**src/rtl/register_file.sv**
```systemverilog
// MIPS register file: 2R1W, register 0 hardwired to zero, optional write-to-read bypass.
// Reads are zero-cycle combinational, the write lands on the clock edge; no backpressure (always ready).
module register_file #(
  parameter int DATA_WIDTH = 32,
  parameter int ADDR_WIDTH = 5,
  parameter int BYPASS     = 1
) (
  input  logic                  clk,
  input  logic                  rst_n,
  input  logic                  reg_write,
  input  logic [ADDR_WIDTH-1:0] write_reg,
  input  logic [DATA_WIDTH-1:0] write_data,
  input  logic [ADDR_WIDTH-1:0] read_reg1,
  input  logic [ADDR_WIDTH-1:0] read_reg2,
  output logic [DATA_WIDTH-1:0] read_data1,
  output logic [DATA_WIDTH-1:0] read_data2,
  input  logic [ADDR_WIDTH-1:0] dbg_reg,
  output logic [DATA_WIDTH-1:0] dbg_data
);

  localparam int NREGS = 2 ** ADDR_WIDTH;

  logic [DATA_WIDTH-1:0] regs_q [NREGS];
  logic [DATA_WIDTH-1:0] regs_d [NREGS];
  logic [NREGS-1:0]      wr_sel;
  logic                  wr_en;

  assign wr_en = reg_write && (write_reg != '0);

  // One-hot write decode; index 0 never gets a select line.
  always_comb begin
    wr_sel = '0;
    if (wr_en) wr_sel[write_reg] = 1'b1;
  end

  always_comb begin
    for (int i = 0; i < NREGS; i++) begin
      regs_d[i] = regs_q[i];
      if (wr_sel[i]) regs_d[i] = write_data;
    end
    regs_d[0] = '0;
  end

  always_ff @(posedge clk or negedge rst_n) begin
    if (!rst_n) begin
      for (int i = 0; i < NREGS; i++) regs_q[i] <= '0;
    end else begin
      for (int i = 0; i < NREGS; i++) regs_q[i] <= regs_d[i];
    end
  end

  // Reset and index 0 override the bypass so a pending write can never leak out.
  always_comb begin
    read_data1 = regs_q[read_reg1];
    if ((BYPASS != 0) && wr_en && (write_reg == read_reg1)) read_data1 = write_data;
    if (!rst_n || (read_reg1 == '0)) read_data1 = '0;
  end

  always_comb begin
    read_data2 = regs_q[read_reg2];
    if ((BYPASS != 0) && wr_en && (write_reg == read_reg2)) read_data2 = write_data;
    if (!rst_n || (read_reg2 == '0)) read_data2 = '0;
  end

  always_comb begin
    dbg_data = regs_q[dbg_reg];
    if (!rst_n || (dbg_reg == '0)) dbg_data = '0;
  end

  a_reg_write_known: assert property (@(posedge clk) disable iff (!rst_n) !$isunknown(reg_write));

endmodule

```
**config.mk**
```make
export PLATFORM = sky130hd
export DESIGN_NAME = register_file
export DESIGN_NICKNAME = d
export VERILOG_FILES = /design/src/rtl/register_file.sv
export SDC_FILE = /design/constraint.sdc
export NUM_CORES = 2
export LEC_CHECK = 0
export BUFFER_PORTS_ARGS = -buffer_cell sky130_fd_sc_hd__buf_2
export CORE_UTILIZATION = 25
export DETAILED_ROUTE_END_ITERATION = 8
export PLACE_DENSITY = 0.42
export SYNTH_ARGS = -nofsm -noshare
export SYNTH_HDL_FRONTEND = slang
export SYNTH_SLANG_ARGS = --single-unit
```
**constraint.sdc**
```tcl
create_clock -name clk -period 2.62 [get_ports clk]
set_input_delay 0.393 -clock clk [delete_from_list [all_inputs] [get_ports clk]]
set_output_delay 0.393 -clock clk [all_outputs]
set_load 0.03 [all_outputs]
```
==> flow_metrics.py <==
metrics = {
    "status": {
        "outcome": "finished, violations left",
        "violations": "DRC, setup timing",
    },
    "power": {
        "p_leak_nw": 33.7,
        "vdd_drop_max_v": 0.000546,
        "power.density_mw_per_mm2": 682,
    },
    "logic_synthesis": {
        "synth.net_count": 4293,
        "synthDistinctLibCells": 55,
        "synth_area_mm2": 0.0617,
        "ys_seq_area_share_pct": 40.2,
        "yosys_warnings": 0,
        "syn_area_per_cell_um2": 14.6,
        "synth_cells": 4238,
        "synth-edff-count": 0,
        "ys.flop_type": "dfrtp_1",
        "ys_async_sr_fraction_pct": 100,
        "synth_seq_cells": 992,
    },
    "global_route": {
        "antenna_found_initial": 12,
        "grt_usage_pct": 22.9,
        "grt_max_degree": 141,
        "grt_pass1_vias": 47200,
        "grt_pass1_wl_mm": 401,
        "grt_overflow": 0,
    },
    "placement": {
        "place_hpwl_mm": 195,
        "dpl_cell_area_mm2": 0.0733,
        "dp_worst_setup_slack_ns": -0.841,
        "port-buffer-count": 150,
        "placedCellCount": 7867,
        "gp_congestion": 0.853,
    },
    "sta": {
        "period_share_pct": 122,
        "worst_slack_ns": -0.572,
        "grt_setup_unrepaired": "true",
        "maxSlewViolCount": 0,
        "fin_worst_skew_ns": 0,
        "max_freq_ghz": 0.313,
        "setup_violations": 96,
        "report.final.hold_viol_count": 0,
        "relSlewSlack_pct": 39.6,
        "tightest_slew_ns": 0.903,
        "final.min_clock_period_ns": 3.19,
        "finalSetupTns_ns": -35.79,
    },
    "routing": {
        "drt-total-wl_mm": 289,
        "vias": 46000,
        "drc": 4,
        "drt.antenna.violating_nets": 0,
        "first_pass_iters": 8,
        "wl_per_cell_um": 35.3,
        "viasPerCell": 5.62,
        "drt-initial-drc-count": 4445,
    },
    "clocking": {
        "path_clk_slew_ns": 0.06,
        "clock_path_buffers": 3,
        "cts_root_buffer": "clkbuf_16",
        "cts_max_level": 3,
        "cts_buffers": 116,
        "clock_latency_ns": 0.77,
        "clkSinkCount": 992,
        "cts_tree": "built",
    },
    "layout": {
        "final_nets": 4927,
        "fillCellCount": 23900,
        "largest_register_ffs": 992,
        "ff_latch_area_mm2": 0.0248,
        "largestRegisters": "regs_q (992)",
        "utilization_pct": 32.7,
        "drive_above_1_share_pct": 67.1,
        "fin_area_mm2": 0.0803,
        "multi_input_area_mm2": 0.0366,
        "syn_to_final_growth_pct": 30.2,
        "regMostFlops": "regs_q",
        "instances_no_fill": 8191,
    },
    "job": {
        "drv_cap": 0,
    },
    "die": {
        "initial_core_util_pct": 25.1,
        "die-area_mm2": 0.249,
        "ioPinCount": 151,
        "num_rows": 182,
        "core_mm2": 0.246,
        "die_y_um": 499,
        "die_w_um": 499,
    },
    "worst_setup_path": {
        "endpoint_kind": "output pin",
        "required_ns": 2.23,
        "critical_path_class": "reg -> out",
        "cp_max_fo": 4,
        "cp.arrival_ns": 2.80,
        "start_kind": "flop",
    },
    "min_path": {
        "hp-class": "in -> async",
    },
}
[cell type report]
| type | count | share of cell area, % |
|---|---|---|
| antenna | 2 | 0.00623 |
| clock buffer | 166 | 4.24 |
| clock inverter | 49 | 0.735 |
| inverter | 4 | 0.0218 |
| multi-input combinational | 2750 | 45.6 |
| sequential | 992 | 30.9 |
| tap | 3220 | 5.02 |
| timing repair buffer | 1008 | 13.4 |
[synth_stat cells (4+ instances only)]
master | number | area [um2]
nor2b_1 | 29 | 181
clkbuf_1 | 238 | 893
a32oi_1 | 11 | 96.3
o211ai_1 | 20 | 150
nor3_1 | 45 | 225
buf_6 | 15 | 169
a32o_1 | 33 | 330
o22a_1 | 5 | 43.8
or3_1 | 5 | 31.3
o221ai_1 | 13 | 114
o41ai_1 | 27 | 236
a21oi_1 | 31 | 155
a211oi_1 | 34 | 255
xnor2_1 | 10 | 87.6
a22oi_1 | 38 | 285
buf_2 | 143 | 716
nand3b_1 | 9 | 67.6
nand2_1 | 135 | 507
nand3_1 | 91 | 455
o21ai_0 | 49 | 245
nor3b_1 | 6 | 45.0
mux4_2 | 700 | 15800
nor2_1 | 44 | 165
mux2i_1 | 36 | 360
o22ai_1 | 67 | 419
a22o_1 | 53 | 464
nand2b_1 | 4 | 25.0
mux2_2 | 1182 | 13300
a221oi_1 | 39 | 342
or2_2 | 5 | 31.3
buf_4 | 25 | 188
buf_1 | 71 | 267
o31ai_1 | 5 | 37.5
dfrtp_1 | 992 | 24800
[logic make-up after synthesis]
logic type,count (synthesis),share of synthesized area (%)
and+or+nand+nor,383,2.93
AOI/OAI and AO/OA,439,5.34
buffers and inverters,496,3.64
muxes,1918,47.7
xor gates and xnor gates,10,0.142
DFF,992,40.2
[path summary, 6_finish.rpt]
check	depth (start not counted)	slack (ns)	to	from
min in group clk	2	0.06	regs_q[339]$_DFFE_PN0P_	write_data[19]
max in group asynchronous	5	1.25	regs_q[338]$_DFFE_PN0P_	rst_n
setup / recovery	4	-0.57	dbg_data[31]	regs_q[511]$_DFFE_PN0P_
setup reg to reg	4	1.51	regs_q[772]$_DFFE_PN0P_	regs_q[772]$_DFFE_PN0P_
hold reg to reg	1	0.55	regs_q[146]$_DFFE_PN0P_	regs_q[146]$_DFFE_PN0P_
hold / removal	3	0.001	regs_q[184]$_DFFE_PN0P_	rst_n
[worst max-delay path: stages (launching register included)]
cell,delay [ns]
dfrtp_1,0.41
mux4_2,0.49
mux4_2,0.53
a32o_4,0.41
buf_6,0.17
[layout by cell type (no fill, tap or decap), types with 13 or more instances in the layout]
cell type,netlist,routed
buf_6,15,120
clkbuf_8,0,26
nor3_1,45,32
dfrtp_1,992,991
mux2_4,0,38
o22ai_2,0,14
a32o_2,0,29
buf_12,0,214
nor2_1,44,26
a22o_1,53,53
a221oi_1,39,30
o21ai_0,49,19
buf_2,143,38
o211ai_1,20,20
buf_4,25,616
o41ai_4,0,26
mux2_2,1182,1144
a22oi_1,38,29
clkbuf_1,238,22
nand3_2,0,19
o21ai_1,0,13
mux4_2,700,700
nand2_4,0,15
nand2_1,135,114
nor2_4,0,17
nand3_1,91,68
o22ai_1,67,50
a211oi_4,0,17
clkbuf_16,0,119
nor2b_1,29,20
clkinv_2,0,22
mux2i_1,36,33
a21oi_1,31,26
[power breakdown]
part | switching [mW] | internal, mW
logic | 6.60 | 9.32
clock network | 7.27 | 10.2
registers | 3.03 | 18.3
[repair_timing]
item / CTS / global route
hold buffers: 7 / 0
pin swaps: 144 / 83
endpoints found under the hold margin: 119 / 0
endpoints found under the setup margin: 96 / 96
setup buffers: 77 / 56
cloned: 2 / 0
gates resized for setup: 448 / 68
[layer usage]
metal / routed length, um / vias to the layer above / global-route usage, % / share of wire (%)
met2: 138000 / 1836 / 37.6 / 48
li1: - / 18300 / - / -
met3: 16600 / 441 / 3.43 / 5.8
met1: 123000 / 25400 / 30.6 / 42
met4: 11400 / 14 / 7.94 / 3.9
met5: 90 / - / 0 / 0.031
[through the flow]
step / total power, mW / hold WS (ns)
floorplan: 30.3 / 0.0974
global placement: 35.8 / 0.524
detailed placement: 36.0 / 0.534
CTS: 54.6 / 0.000587
global route: 56.8 / 0.0254
finish: 54.7 / 0.00140
No activity file was read; power rests on OpenSTA's default activity.
